**src/rtl/alu_issue_stage_pkg.sv**
```systemverilog
// Shared constants and types for the ALU issue stage: ALU select codes,
// MIPS opcode/funct values and the decoded control word.
// Purely declarative; no logic, no latency, no flow control.
package alu_issue_stage_pkg;

  // ALU select codes (bit 3 is always zero)
  localparam logic [3:0] ALU_AND = 4'b0000;
  localparam logic [3:0] ALU_OR  = 4'b0001;
  localparam logic [3:0] ALU_ADD = 4'b0010;
  localparam logic [3:0] ALU_XOR = 4'b0011;
  localparam logic [3:0] ALU_SUB = 4'b0100;
  localparam logic [3:0] ALU_SRA = 4'b0101;
  localparam logic [3:0] ALU_SLL = 4'b0110;
  localparam logic [3:0] ALU_NOR = 4'b0111;

  // Primary opcodes
  localparam logic [5:0] OP_RTYPE = 6'h00;
  localparam logic [5:0] OP_ADDI  = 6'h08;
  localparam logic [5:0] OP_ADDIU = 6'h09;
  localparam logic [5:0] OP_ANDI  = 6'h0C;
  localparam logic [5:0] OP_ORI   = 6'h0D;
  localparam logic [5:0] OP_XORI  = 6'h0E;

  // R-type funct codes
  localparam logic [5:0] FN_SLL  = 6'h00;
  localparam logic [5:0] FN_SRA  = 6'h03;
  localparam logic [5:0] FN_SLLV = 6'h04;
  localparam logic [5:0] FN_SRAV = 6'h07;
  localparam logic [5:0] FN_ADD  = 6'h20;
  localparam logic [5:0] FN_ADDU = 6'h21;
  localparam logic [5:0] FN_SUB  = 6'h22;
  localparam logic [5:0] FN_SUBU = 6'h23;
  localparam logic [5:0] FN_AND  = 6'h24;
  localparam logic [5:0] FN_OR   = 6'h25;
  localparam logic [5:0] FN_XOR  = 6'h26;
  localparam logic [5:0] FN_NOR  = 6'h27;

  // Destination field select
  localparam logic DEST_RT = 1'b0;
  localparam logic DEST_RD = 1'b1;

  // Decoded control word. swap_ab puts rt on A (and rs on B for variable shifts).
  typedef struct packed {
    logic [3:0] s;
    logic       use_imm;
    logic       sign_ext;
    logic       shamt_sel;
    logic       swap_ab;
    logic       trap_en;
    logic       illegal;
    logic       dest_sel;
  } ctrl_t;

endpackage

```
**src/rtl/alu_issue_stage_decode.sv**
```systemverilog
// Decodes a MIPS instruction word into the ALU control word.
// Purely combinational, zero latency.
// No flow control; the stage qualifies the result with its handshake.
module alu_decode
  import alu_issue_stage_pkg::*;
(
  input  logic [31:0] i_instr,
  output ctrl_t       o_ctrl
);

  logic [5:0] w_op;
  logic [5:0] w_funct;
  logic       w_unused;

  assign w_op     = i_instr[31:26];
  assign w_funct  = i_instr[5:0];
  // Register/immediate fields are consumed by the stage, not the decoder.
  assign w_unused = ^i_instr[25:6];

  // Opcode/funct to control word; anything unrecognised becomes an illegal AND.
  always_comb begin
    o_ctrl   = '0;
    o_ctrl.s = ALU_AND;
    if (w_op == OP_RTYPE) begin
      o_ctrl.dest_sel = DEST_RD;
      case (w_funct)
        FN_ADD:  begin o_ctrl.s = ALU_ADD; o_ctrl.trap_en = 1'b1; end
        FN_ADDU: o_ctrl.s = ALU_ADD;
        FN_SUB:  begin o_ctrl.s = ALU_SUB; o_ctrl.trap_en = 1'b1; end
        FN_SUBU: o_ctrl.s = ALU_SUB;
        FN_AND:  o_ctrl.s = ALU_AND;
        FN_OR:   o_ctrl.s = ALU_OR;
        FN_XOR:  o_ctrl.s = ALU_XOR;
        FN_NOR:  o_ctrl.s = ALU_NOR;
        FN_SLL:  begin o_ctrl.s = ALU_SLL; o_ctrl.swap_ab = 1'b1; o_ctrl.shamt_sel = 1'b1; end
        FN_SRA:  begin o_ctrl.s = ALU_SRA; o_ctrl.swap_ab = 1'b1; o_ctrl.shamt_sel = 1'b1; end
        FN_SLLV: begin o_ctrl.s = ALU_SLL; o_ctrl.swap_ab = 1'b1; end
        FN_SRAV: begin o_ctrl.s = ALU_SRA; o_ctrl.swap_ab = 1'b1; end
        default: o_ctrl.illegal = 1'b1;
      endcase
    end else begin
      o_ctrl.dest_sel = DEST_RT;
      case (w_op)
        OP_ADDI:  begin
          o_ctrl.s = ALU_ADD; o_ctrl.use_imm = 1'b1; o_ctrl.sign_ext = 1'b1; o_ctrl.trap_en = 1'b1;
        end
        OP_ADDIU: begin o_ctrl.s = ALU_ADD; o_ctrl.use_imm = 1'b1; o_ctrl.sign_ext = 1'b1; end
        OP_ANDI:  begin o_ctrl.s = ALU_AND; o_ctrl.use_imm = 1'b1; end
        OP_ORI:   begin o_ctrl.s = ALU_OR;  o_ctrl.use_imm = 1'b1; end
        OP_XORI:  begin o_ctrl.s = ALU_XOR; o_ctrl.use_imm = 1'b1; end
        default:  o_ctrl.illegal = 1'b1;
      endcase
    end
  end

endmodule

```
**src/rtl/alu_issue_stage.sv**
```systemverilog
// Issue stage in front of the 32-bit ALU: decode, operand mux, result register, trap counter.
// One cycle from accept to out_valid; alu_* outputs are combinational from instr/rs_val/rt_val.
// in_ready = !out_valid || out_ready, so a stalled result holds and a draining one is replaced bubble-free.
module alu_issue_stage
  import alu_issue_stage_pkg::*;
#(
  parameter int TRAP_CNT_W = 8
)
(
  input  logic                  clk,
  input  logic                  rst,
  input  logic                  in_valid,
  output logic                  in_ready,
  input  logic [31:0]           instr,
  input  logic [31:0]           rs_val,
  input  logic [31:0]           rt_val,
  output logic [3:0]            alu_s,
  output logic [31:0]           alu_a,
  output logic [31:0]           alu_b,
  input  logic [31:0]           alu_r,
  input  logic                  alu_zero,
  input  logic                  alu_ovf,
  input  logic                  alu_cout,
  output logic                  out_valid,
  input  logic                  out_ready,
  output logic [31:0]           out_result,
  output logic [4:0]            out_dest,
  output logic                  out_we,
  output logic                  out_zero,
  output logic                  out_cout,
  output logic                  out_trap,
  output logic                  out_illegal,
  output logic [TRAP_CNT_W-1:0] trap_count
);

  ctrl_t                 w_ctrl;
  logic [31:0]           w_alu_a;
  logic [31:0]           w_alu_b;
  logic [4:0]            w_dest;
  logic                  w_trap;
  logic                  w_we;
  logic                  w_accept;

  logic                  r_out_valid;
  logic [31:0]           r_out_result;
  logic [4:0]            r_out_dest;
  logic                  r_out_we;
  logic                  r_out_zero;
  logic                  r_out_cout;
  logic                  r_out_trap;
  logic                  r_out_illegal;
  logic [TRAP_CNT_W-1:0] r_trap_count;

  alu_decode u_decode (
    .i_instr (instr),
    .o_ctrl  (w_ctrl)
  );

  // Operand selection; illegal encodings present zero operands to the ALU.
  always_comb begin
    w_alu_a = w_ctrl.swap_ab ? rt_val : rs_val;
    if (w_ctrl.shamt_sel)
      w_alu_b = {27'd0, instr[10:6]};
    else if (w_ctrl.use_imm)
      w_alu_b = w_ctrl.sign_ext ? {{16{instr[15]}}, instr[15:0]} : {16'd0, instr[15:0]};
    else if (w_ctrl.swap_ab)
      w_alu_b = rs_val;
    else
      w_alu_b = rt_val;
    if (w_ctrl.illegal) begin
      w_alu_a = '0;
      w_alu_b = '0;
    end
  end

  assign alu_s    = w_ctrl.s;
  assign alu_a    = w_alu_a;
  assign alu_b    = w_alu_b;

  assign w_dest   = (w_ctrl.dest_sel == DEST_RD) ? instr[15:11] : instr[20:16];
  assign w_trap   = w_ctrl.trap_en & alu_ovf;
  assign w_we     = !w_trap && !w_ctrl.illegal && (w_dest != 5'd0);
  assign in_ready = !r_out_valid || out_ready;
  assign w_accept = in_valid && in_ready;

  // One-entry output register: load on accept, clear valid on drain without refill.
  always_ff @(posedge clk) begin
    if (rst) begin
      r_out_valid   <= 1'b0;
      r_out_result  <= '0;
      r_out_dest    <= '0;
      r_out_we      <= 1'b0;
      r_out_zero    <= 1'b0;
      r_out_cout    <= 1'b0;
      r_out_trap    <= 1'b0;
      r_out_illegal <= 1'b0;
    end else if (w_accept) begin
      r_out_valid   <= 1'b1;
      r_out_result  <= alu_r;
      r_out_dest    <= w_dest;
      r_out_we      <= w_we;
      r_out_zero    <= alu_zero;
      r_out_cout    <= alu_cout;
      r_out_trap    <= w_trap;
      r_out_illegal <= w_ctrl.illegal;
    end else if (out_ready) begin
      r_out_valid   <= 1'b0;
    end
  end

  // Saturating count of accepted trapping transfers.
  always_ff @(posedge clk) begin
    if (rst)
      r_trap_count <= '0;
    else if (w_accept && w_trap && (r_trap_count != {TRAP_CNT_W{1'b1}}))
      r_trap_count <= r_trap_count + TRAP_CNT_W'(1);
  end

  assign out_valid   = r_out_valid;
  assign out_result  = r_out_result;
  assign out_dest    = r_out_dest;
  assign out_we      = r_out_we;
  assign out_zero    = r_out_zero;
  assign out_cout    = r_out_cout;
  assign out_trap    = r_out_trap;
  assign out_illegal = r_out_illegal;
  assign trap_count  = r_trap_count;

endmodule

```
**config.mk**
```make
export PLATFORM = sky130hd
export DESIGN_NAME = alu_issue_stage
export DESIGN_NICKNAME = d
export VERILOG_FILES = /design/src/rtl/alu_issue_stage_pkg.sv /design/src/rtl/alu_issue_stage_decode.sv /design/src/rtl/alu_issue_stage.sv
export SDC_FILE = /design/constraint.sdc
export NUM_CORES = 1
export LEC_CHECK = 0
export CELL_PAD_IN_SITES_DETAIL_PLACEMENT = 1
export CELL_PAD_IN_SITES_GLOBAL_PLACEMENT = 2
export CORE_UTILIZATION = 18
export CTS_CLUSTER_SIZE = 24
export DETAILED_ROUTE_END_ITERATION = 10
export PLACE_DENSITY_LB_ADDON = 0.05
export SLEW_MARGIN = 20
export SYNTH_ARGS = -nofsm -noshare
export SYNTH_HDL_FRONTEND = slang
export SYNTH_SLANG_ARGS = --single-unit
```
**constraint.sdc**
```tcl
create_clock -name clk -period 11.1 [get_ports clk]
set_input_delay 3.33 -clock clk [delete_from_list [all_inputs] [get_ports clk]]
set_output_delay 3.33 -clock clk [all_outputs]
set_load 0.02 [all_outputs]
```
==> results of run 1 <==
flip-flops by register name, indices dropped and copies added, names as in the netlist:
signal	cells
out_dest	5
out_trap	1
out_cout	1
trap_count	8
out_zero	1
out_illegal	1
out_we	1
out_result	32
out_valid	1
worst max-delay path: stages:
cell and delay (ps):
clkdlybuf4s50_1 480, nor4_2 400, nand2_1 270, nor3_4 770, buf_4 340, nor3_1 70, nor3_1 250, clkdlybuf4s50_1 650
how the worst max path moves through the flow:
stage / slack [ps] / depth (start not counted) / start / endpoint
3_5_place_dp: 1130 / 9 / instr[31] / alu_b[23]
3_3_place_gp: 1230 / 9 / instr[31] / alu_b[18]
2_1_floorplan: 2650 / 8 / instr[4] / alu_b[10]
5_1_grt: 940 / 8 / instr[4] / alu_b[20]
4_1_cts: 1140 / 9 / instr[31] / alu_b[23]
6_report: 1200 / 8 / instr[4] / alu_b[20]
stage by stage:
stage	total power [W]	cell area [um^2]	worst slack [ps]
global route	0.0005304	6217	944.5
finish	0.0005018	6217	1196
floorplan	0.0002613	3461	2653
CTS	0.0005134	6217	1145
global placement	0.0003509	6073	1226
detailed placement	0.0003539	6073	1133
synth_stat cells, types with 2 or more instances:
cell type and number:
o211ai_1 2, nor3_1 40, a211oi_1 6, nor4_2 2, buf_2 11, buf_6 2, nor4_4 2, nand3_1 10
a311oi_1 5, dfxtp_1 51, a31oi_1 2, nor2b_1 4, nand2_1 154, o41ai_2 4, o21ai_0 2, mux2i_1 11
buf_4 6, nor2_1 35, clkbuf_1 30, a21oi_1 90, nand2b_1 2, a211oi_2 4, or4_1 2, and2_1 3
o21a_1 2, inv_1 5, xnor2_1 6
final cells by class:
| type | count | area, um^2 | share of cell area |
|---|---|---|---|
| clock buffer | 6 | 138.9 | 0.02234 |
| clock inverter | 1 | 5.005 | 0.0008050 |
| inverter | 5 | 18.77 | 0.003019 |
| multi-input combinational | 413 | 2188 | 0.3520 |
| sequential | 51 | 1021 | 0.1642 |
| tap | 234 | 292.8 | 0.04709 |
| timing repair buffer | 258 | 2552 | 0.4105 |
report_power, final:
part	switching, W	internal (W)
Combinational	0.0000721	0.0000790
Sequential	0.00000440	0.000192
Clock	0.0000659	0.0000882
cell families (layout without fill, tap and decap cells):
| kind of cell | count (synthesis) | in the layout | synth area share |
|---|---|---|---|
| simple gates | 266 | 266 | 0.3471 |
| compound gates | 126 | 126 | 0.2260 |
| fa+ha+maj | 1 | 1 | 0.003615 |
| other cells | 1 | 1 | 0.001084 |
| buf+inv | 55 | 270 | 0.07447 |
| mux | 12 | 12 | 0.03507 |
| xor+xnor | 7 | 7 | 0.01772 |
| flops | 51 | 51 | 0.2950 |
cell usage in the layout, fill, tap and decap left out, types with 3 or more instances in the layout:
cell type and n:
mux2i_1 11, xnor2_1 6, and2_1 3, clkdlybuf4s50_1 247, nand2_1 154, a21oi_1 90
nor2b_1 4, nor2_1 35, buf_4 10, inv_1 5, a211oi_2 4, clkbuf_16 5
o41ai_2 4, nand3_1 10, nor3_1 40, a311oi_1 5, dfxtp_1 51, a211oi_1 6
per-layer routing:
metal / share of wire / GRT usage / up-vias
li1: - / - / 2207
met1: 0.45 / 0.2052 / 2089
met2: 0.49 / 0.2909 / 123
met3: 0.049 / 0.03193 / 2
met4: 0.0024 / 0.01373 / 0
met5: 0 / 0 / -
==> results.py, run 1 <==
metrics = {
    "status": {
        "status": "completed",
    },
    "sta": {
        "hold_viol_final": 0,
        "tns_ps": 0,
        "final-max-slew-violation-count": 0,
        "worst_pin_slew_ps": 1022,
        "fin_skew_ps": 3.842,
        "setup_violations": 0,
        "whs_ps": 453.2,
        "slew-limit-headroom": 0.3190,
        "rsz0062_at_grt": "no",
        "period_minus_slack_ps": 9904,
        "fmax_mhz": 101.0,
        "period_share": 0.8923,
    },
    "synth": {
        "yosys.area.top_type": "dfxtp_1",
        "synth_fp_nets": 655,
        "ys.flop_type": "dfxtp_1",
        "synth.ff_latch_count": 51,
        "synth_top_area_frac": 0.2950,
        "async_flop_share": 0,
        "synth.avg_cell_area_um2": 6.668,
        "synth.cell_area_mm2": 0.003461,
        "synth.area.top_cells": "dfxtp_1 (30%), nand2_1 (17%), a21oi_1 (13%), nor3_1 (5.8%), nor2_1 (3.8%)",
        "ys_types": 53,
        "synthCells": 519,
        "ys_warn_count": 0,
        "synth_edf_count": 0,
        "ys_seq_area_frac": 0.2950,
    },
    "clock_network": {
        "postCtsResizedCells": 0,
        "cts_buffers": 5,
        "clk_latency_ps": 290,
        "postCtsSetupRepairBufs": 0,
        "clockBufferDepth": 2,
        "cts_max_level": 2,
        "cts_tree": "done",
        "clk_pin_slew_worst_paths_ps": 70,
        "root_buffer": "clkbuf_16",
        "cts.sinks": 51,
        "cts_hold_buf": 0,
    },
    "route": {
        "ant_nets": 0,
        "route.vias.total": 4421,
        "wirelength_mm": 16.48,
        "via_per_inst": 4.567,
        "drtIter0Drc": 137,
        "drc_errors": 0,
        "wire_per_inst_um": 17.02,
        "drt_pass1_iterations": 4,
    },
    "critical_path": {
        "critPathKind": "in -> out",
        "rr_worst_depth": 6,
        "r2r-end": "trap_count[7]",
        "r2r_start": "trap_count[0]",
        "critPathCaptureType": "output pin",
        "required_ps": 7770,
        "cp_max_fo": 20,
        "crit_path_start_kind": "input port",
        "arrival_ps": 6570,
        "r2r_slack_ps": 9460,
    },
    "job": {
        "cap_violations": 0,
    },
    "power": {
        "powerDensity_mw_per_mm2": 80.71,
        "power.leakage_nw": 2.298,
        "irDropWorstVdd_mv": 0.05786,
    },
    "hold_path": {
        "min_to": "out_result[26]",
        "hold_path_depth": 2,
        "hold_class": "reg -> reg",
        "min_from": "out_result[26]",
    },
    "layout": {
        "area_growth_pct": 79.65,
        "post-route-util": 0.3313,
        "nets": 870,
        "num-fill-cells": 2257,
        "final_cells": 968,
        "antenna_cells": 0,
        "drive_gt1_frac": 0.04768,
    },
    "die": {
        "design.core.area_mm2": 0.01877,
        "initial_core_util": 0.1844,
        "placementRows": 50,
        "dieArea_mm2": 0.01979,
        "dieWidth_um": 140.7,
        "ios": 255,
        "die_h_um": 140.7,
    },
    "global_route": {
        "grt_overflow_total": 0,
        "grt_max_degree": 64,
        "grt_use_total": 0.1616,
        "antenna_found_initial": 0,
        "grt_pass1_vias": 4368,
        "grt_pass1_wl_mm": 25.11,
    },
    "placed_design": {
        "dp_hpwl_mm": 12.38,
        "globalplace.congestion": 0.7376,
        "dp.cells": 961,
        "port_buffers": 248,
    },
}
No activity file was read; power rests on OpenSTA's default activity.
==> inputs of run 2 (changes only) <==
RECOVER_POWER = 50   (was unset)
==> results.py, run 2 (synthesis results as in run 1) <==
metrics = {
    "route": {
        "route.vias.total": 4423,
        "wirelength_mm": 16.49,
        "drt_pass1_iterations": 4,
        "via_per_inst": 4.569,
        "ant_nets": 0,
        "wire_per_inst_um": 17.04,
        "drc_errors": 0,
        "drtIter0Drc": 140,
    },
    "sta": {
        "period_minus_slack_ps": 9920,
        "hold_viol_final": 0,
        "setup_violations": 0,
        "fmax_mhz": 100.8,
        "slew-limit-headroom": -0.6464,
        "rsz0062_at_grt": "no",
        "period_share": 0.8937,
        "tns_ps": 0,
        "worst_pin_slew_ps": 2470,
        "fin_skew_ps": 3.801,
        "final-max-slew-violation-count": 54,
    },
    "die": {
        "placementRows": 50,
        "initial_core_util": 0.1844,
        "design.core.area_mm2": 0.01877,
        "dieArea_mm2": 0.01979,
        "dieWidth_um": 140.7,
        "die_h_um": 140.7,
        "ios": 255,
    },
    "global_route": {
        "grt_use_total": 0.1616,
        "grt_pass1_vias": 4368,
        "grt_overflow_total": 0,
        "grt_pass1_wl_mm": 25.11,
        "antenna_found_initial": 0,
        "grt_max_degree": 64,
    },
    "layout": {
        "final_area_mm2": 0.006216,
        "drive_gt1_frac": 0.04632,
        "final_common_cell": "clkdlybuf4s50_1",
        "area_growth_pct": 79.61,
        "antenna_cells": 0,
        "num-fill-cells": 2257,
        "layout_common_cells": "clkdlybuf4s50_1 (196), nand2_1 (154), a21oi_1 (90)",
        "nets": 870,
        "largest_register_ffs": 32,
    },
    "status": {
        "violations": "max-capacitance violations, max-slew violations",
        "status": "complete, but fails checks",
    },
    "power": {
        "irDropWorstVdd_mv": 0.05766,
        "powerDensity_mw_per_mm2": 80.16,
        "power.leakage_nw": 2.436,
    },
    "critical_path": {
        "cp-startpoint": "instr[4]",
        "r2r_start": "trap_count[0]",
        "critPathCaptureType": "output pin",
        "rr_worst_depth": 6,
        "required_ps": 7770,
        "crit_path_start_kind": "input port",
        "cp_max_fo": 20,
        "r2r_slack_ps": 9460,
        "r2r-end": "trap_count[7]",
        "arrival_ps": 6590,
        "critPathCapture": "alu_b[20]",
        "critPathKind": "in -> out",
    },
    "clock_network": {
        "root_buffer": "clkbuf_16",
        "cts_max_level": 2,
        "postCtsSetupRepairBufs": 0,
        "cts.sinks": 51,
        "postCtsResizedCells": 0,
        "cts_hold_buf": 0,
        "cts_tree": "done",
        "cts_buffers": 5,
        "clk_latency_ps": 290,
        "clk_pin_slew_worst_paths_ps": 70,
        "clockBufferDepth": 2,
    },
    "placed_design": {
        "globalplace.congestion": 0.7376,
        "port_buffers": 248,
        "dp_hpwl_mm": 12.38,
        "dpl_cell_area_mm2": 0.006073,
    },
    "job": {
        "cap_violations": 1,
    },
    "hold_path": {
        "hold_class": "reg -> reg",
    },
}
==> run 2: cell types whose count changed in the layout (fill, tap and decap cells not counted) <==
cell	change
buf_2	-1
clkbuf_1	+1
clkdlybuf4s50_1	-51
dlygate4sd3_1	+51
==> run 2: metrics by stage <==
stage | util | hold WS (ps) | setup WS [ps] | total power [W] | instances
after floorplan | - | 534.5 | 2653 | 0.0002613 | 519
after global placement | 0.3236 | 440.4 | 1226 | 0.0003509 | 961
after detailed placement | 0.3236 | 447.1 | 1133 | 0.0003539 | 961
after CTS | 0.3313 | 457.0 | 1145 | 0.0005134 | 968
after global routing | 0.3312 | 472.6 | 944.5 | 0.0005270 | 968
final | 0.3312 | 450.3 | 1180 | 0.0004983 | 968
==> run 2: worst min path at each step <==
stage,cells after the start,start,endpoint
3_5_place_dp,2,out_result[26],out_result[26]
5_1_grt,2,out_result[26],out_result[26]
2_1_floorplan,2,out_cout,out_cout
6_report,2,out_result[26],out_result[26]
4_1_cts,2,out_result[26],out_result[26]
3_3_place_gp,2,out_result[28],out_result[28]
==> run 2: power breakdown <==
group	total, W	internal, W	switching, W
Sequential	0.000196	0.000192	0.00000398
Clock	0.000154	0.0000882	0.0000658
Combinational	0.000148	0.0000759	0.0000721
Total	0.000498	0.000356	0.000142
==> run 2: routing by layer <==
| metal | share of wire | global-route usage | wire length [um] |
|---|---|---|---|
| met5 | 0 | 0 | 0 |
| met2 | 0.49 | 0.2909 | 8157 |
| met3 | 0.051 | 0.03193 | 841 |
| met1 | 0.45 | 0.2052 | 7450 |
| met4 | 0.0024 | 0.01373 | 40 |
==> run 2: cell type report <==
type / instances / area [um^2] / area share
Tap cell: 234 / 292.8 / 0.04710
Sequential cell: 51 / 1021 / 0.1643
Timing Repair Buffer: 258 / 2551 / 0.4104
Inverter: 5 / 18.77 / 0.003019
Multi-Input combinational cell: 413 / 2188 / 0.3521
Clock inverter: 1 / 5.005 / 0.0008052
Clock buffer: 6 / 138.9 / 0.02234
==> run 2: critical path, cell delays in order <==
cell	delay (ps)
clkdlybuf4s50_1	480
nor4_2	410
nand2_1	270
nor3_4	770
buf_4	340
nor3_1	70
nor3_1	250
clkdlybuf4s50_1	650
==> edit 1: new RTL, config.mk and constraints of run 2 <==
Register the output `trap_count` once more, cleared by the reset; this adds one clock of latency there. The other outputs are not delayed to match.
--- a/src/rtl/alu_issue_stage.sv
+++ b/src/rtl/alu_issue_stage.sv
@@ -125,5 +125,11 @@
   assign out_trap    = r_out_trap;
   assign out_illegal = r_out_illegal;
-  assign trap_count  = r_trap_count;
+  always_ff @(posedge clk) begin
+    if (rst) begin
+      trap_count <= '0;
+    end else begin
+      trap_count <= r_trap_count;
+    end
+  end
 
 endmodule
Function: changed (Yosys sat finds a counterexample within 4 cycles, from zero or initial values and one cycle with rst high).
==> edit 1 against run 2 <==
The flow still finishes with violations (capacitance limit, slew limit). Design area increased by 5.3%. Sequential cell count increased by 8. Routed wire length increased by 3.1%. Via count increased by 2.7%. First-iteration DRC count decreased by 32%. Power increased by 36%. Synthesized cell count increased by 1.5%. Synthesized area increased by 1.8%. Setup slack got worse by 0.078 ns. Clock power increased by 99%. Critical endpoint is now alu_b[0]. Highest routed layer unchanged.
==> edit 1: results (changes against run 2) <==
- The final weighted congestion in routability-driven placement is 0.751 (+1.9%).
- The run finished, with violations left.
- The number of distinct library cells after synthesis is 50 (-5.7%).
- The beginning of the worst register-to-register path is out_valid.
- The number of antenna violations at the first check in global routing is 1 (+1).
- The layout net count was 888 (+2.1%).
- The largest stage delay on the critical path came to 0.68 ns (-0.09 ns).
- The count of pins over their slew limit was 60 (+11%).
- The total instance count after detailed placement was 1,001 (+4.2%).
- The endpoint of the worst-slack reg-to-reg timing path is out_we.
- The checks that failed: capacitance limit, slew limit.
- The synthesized net count is 663 (+1.2%).
- The end of the worst hold path is out_result[14].
- The half-perimeter wire length after placement is 12,900 um (+4.3%).
- The fraction of the mapped netlist area in compound gates is 20.8% (-1.8 points).
- The vias after detailed routing is 4,543 (+2.7%).
- The met1 global-route usage is 19.0% (-1.5 points).
- The length in cells of the worst reg-to-reg path came to 5 (-1).
- The leakage power was 2.60 nW (+6.7%).
- The net switching fraction of the power was 27.0% (-1.5 points).
- The worst slack at placement came to 1.07 ns (-0.0599 ns).
- The fraction of layout cells with a size suffix above 1 is 5.15% (+0.52 points).
- The largest net degree at the start of global routing is 60 (-6.3%).
- The power spent charging and discharging nets is 183 uW (+29%).
- The total length of routed met2 wires is 8070 um (-1.0%).
- The maximum VDD drop is 0.0000608 V (+5.5%).
- The deepest level of the CTS H-tree is 3 (+1).
- The worst hold slack after final layout is 0.450 ns (-0.000740 ns).
- The critical path data arrival time is 6.67 ns (+0.08 ns).
- The worst clock skew is 0.00829 ns (+0.00449 ns).
- The routed via count divided by cell count came to 4.46 (-2.3%).
- The sequential element share of the synthesized area is 33.5% (+4.0 points).
- In the post-synthesis netlist, the biggest area contributors are dfxtp_1 (34%), nand2_1 (17%), a21oi_1 (13%).
- The share of power burned in registers was 33.3% (-6.1 points).
- The proportion of synthesized area in mux cells is 5.04% (+1.5 points).
- The wire length after detailed routing is 17,000 um (+3.1%).
- The total of fill cells in the finished design is 2,310 (+2.3%).
- The global routing usage on met3 is 6.31% (+3.1 points).
- The commonest cells after synthesis are nand2_1 (157), a21oi_1 (94), dfxtp_1 (59), nor2_1 (48), clkbuf_1 (30).
- The area share of the largest cell type after synthesis is 33.5% (+4.0 points).
- The top fanout value on the critical path is 18 (-10%).
- The max-cap violation count is 1 (unchanged).
- The via count of the first global-routing pass is 4,744 (+8.6%).
- The met1 wire length is 7130 um (-4.4%).
- The worst max-slew margin expressed relative to the limit is -80.6% (-16 points).
## edit 1: cell count changes after synthesis, sizes merged, moves of 3 or more
cell   delta
nor3     -18
nor2     +13
buf       -8
dfxtp     +8
nor2b     +7
mux2      +5
nand2     +5
a21oi     +4
o41ai     -4
nand3     -3
xnor2     -3
## edit 1: area by class of cell
cell class | count | area, um^2 | area share [%]
clock inverter | 7 | 100 | 1.53
inverter | 4 | 15.0 | 0.229
timing repair buffer | 256 | 2540 | 38.8
antenna | 1 | 2.50 | 0.0382
tap | 260 | 325 | 4.97
sequential | 59 | 1180 | 18.0
multi-input combinational | 422 | 2160 | 33.0
clock buffer | 9 | 225 | 3.44
## edit 1: worst max-delay path by stage
stage | from | end | slack (ns)
after floorplan | instr[27] | alu_b[15] | 2.66
after global placement | instr[27] | alu_b[0] | 1.10
after detailed placement | instr[27] | alu_b[12] | 1.07
after CTS | instr[27] | alu_b[0] | 1.07
after global routing | instr[26] | alu_b[12] | 0.85
final | instr[27] | alu_b[0] | 1.10
==> edit 2: new RTL, settings of run 2 <==
Made on the original files. The parameter `TRAP_CNT_W` goes from 8 to 6.
--- a/src/rtl/alu_issue_stage.sv
+++ b/src/rtl/alu_issue_stage.sv
@@ -5,5 +5,5 @@
   import alu_issue_stage_pkg::*;
 #(
-  parameter int TRAP_CNT_W = 8
+  parameter int TRAP_CNT_W = 6
 )
 (
Ports: changed (resized trap_count); port bits go from 255 to 253. The function was not compared with the original's and may differ.
==> edit 2 against run 2 <==
The run still ends with capacitance limit, slew limit left. Sequential cell count shrank 2. Setup slack worse by 0.087 ns. Power decreased by 0.70%. Routed wire length is 4.9% lower. Design area shrank 2.7%. Synthesized area shrank 4.7%. Synthesized cell count fell by 1.5%. Largest power group unchanged. Highest routed layer is now met5.
==> edit 2: results (changes against run 2) <==
- The half-perimeter wire length after placement is 11,900 um (-3.9%).
- In this run the top signal layer used is met5.
- The non-clock inverter count in the final layout came to 3 (-2).
- The count of input and output buffers came to 246 (-0.81%).
- The via count of the first global-routing pass is 4,429 (+1.4%).
- The proportion of cell area occupied by registers is 16.2% (-0.20 points).
- By area the synthesized netlist is led by dfxtp_1 (30%), nand2_1 (18%), a21oi_1 (12%).
- The routed via count divided by cell count is 4.52 (-1.0%).
- The non-clock buffering overhead in the final layout is 41.7% (+0.65 points).
- The flow ran to the end, but the final reports show violations.
- The register cell area after layout is 981 um^2 (-3.9%).
- The worst clock skew is 0.00281 ns (-0.000988 ns).
- The clock latency on the worst-skew pair was 0.29 ns (about the same).
- The met1 global-route usage is 16.9% (-3.6 points).
- The top fanout value on the critical path is 19 (-5.0%).
- The flip-flop count of the largest register after layout came to 32 (unchanged).
- The synthesized net count is 647 (-1.2%).
- The number of synthesized register bits is 49 (-3.9%).
- The routed wire length on met3 is 1580 um (+88%).
- The met1 wire length was 5960 um (-20%).
- The average wire per cell in the routed design is 16.4 um (-3.5%).
- The wire length after detailed routing is 15,700 um (-4.9%).
- The number of distinct library cells after synthesis is 40 (-25%).
- The largest net degree at the start of global routing was 62 (-3.1%).
- The count of pins over their slew limit came to 51 (-5.6%).
- The transition time of the tightest slew-check pin is 2.37 ns (-0.0986 ns).
- The commonest cells after synthesis are nand2_1 (156), a21oi_1 (76), nor2_1 (52), dfxtp_1 (49), nor3_1 (37).
- The total of fill cells in the finished design is 2,154 (-4.6%).
- The number of clock buffers in the layout was 7 (+1).
- The synthesized netlist cell count is 511 (-1.5%).
- The max-cap violation count is 1 (unchanged).
- The number of antenna violations at the first check in global routing is 1 (+1).
- The fraction of area in multi-input gates is 34.6% (-0.65 points).
- The global routing usage on met3 is 6.36% (+3.2 points).
- The fraction of layout cells with a size suffix above 1 is 3.45% (-1.2 points).
- The share of final layout cell area taken by clock buffers and inverters came to 2.61% (+0.29 points).
- The number of buffers outside the clock class in the layout is 253 (-1.9%).
- The total placed instance area is 5890 um^2 (-3.0%).
- The number of sequential cells in the layout is 49 (-3.9%).
- The final weighted congestion in routability-driven placement is 0.711 (-3.6%).
- The multi-input logic cell count is 412 (-0.24%).
- The total instance count after detailed placement came to 946 (-1.6%).
- The checks that failed: capacitance limit, slew limit.
[edit 2: cell count changes after synthesis, sizes merged, moves of 4 or more]
cell / run 2 / this run
a21oi: 90 / 76
a211oi: 10 / 15
nand3: 10 / 3
buf: 20 / 15
or4: 2 / 6
o41ai: 4 / 0
mux2i: 11 / 16
nor2: 35 / 52
nor3: 41 / 37
[edit 2: critical path, stage by stage]
cell and delay, ns:
clkdlybuf4s50_1 0.46, or4_4 0.58, nand2b_1 0.32, or3_2 0.75, a21o_1 0.24, a311oi_1 0.29
clkdlybuf4s50_1 0.70
[edit 2: per-stage QoR]
| stage | hold WS [ns] | total power [mW] | worst slack (ns) |
|---|---|---|---|
| after global placement | 0.441 | 0.341 | 1.13 |
| after CTS | 0.459 | 0.508 | 1.04 |
| final | 0.450 | 0.495 | 1.09 |
| after detailed placement | 0.450 | 0.344 | 1.07 |
| after floorplan | 0.532 | 0.252 | 2.32 |
| after global routing | 0.473 | 0.524 | 0.925 |
[edit 2: cells by family (layout without fill, tap and decap cells)]
kind of cell	after synthesis	after routing	share of synthesized area [%]
other	1	1	0.114
DFF	49	49	29.8
buffers and inverters	50	264	7.10
xor gates and xnor gates	6	6	1.59
AOI/OAI and AO/OA	109	109	19.0
and+or+nand+nor	276	276	36.1
adders and majority gates	1	1	0.379
muxes	19	19	6.00
[edit 2: final timing paths]
kind | startpoint | end | slack, ns
hold reg to reg | out_we | out_we | 0.45
hold / removal | out_we | out_we | 0.45
setup reg to reg | trap_count[0] | trap_count[5] | 9.25
setup / recovery | instr[3] | alu_b[1] | 1.09
[edit 2: power by group through the flow]
stage	combinational [mW]	sequential, mW	clock, mW
floorplan	0.0474	0.205	0
global placement	0.148	0.193	0
detailed placement	0.150	0.194	0
CTS	0.151	0.190	0.168
global route	0.158	0.190	0.176
finish	0.145	0.189	0.160
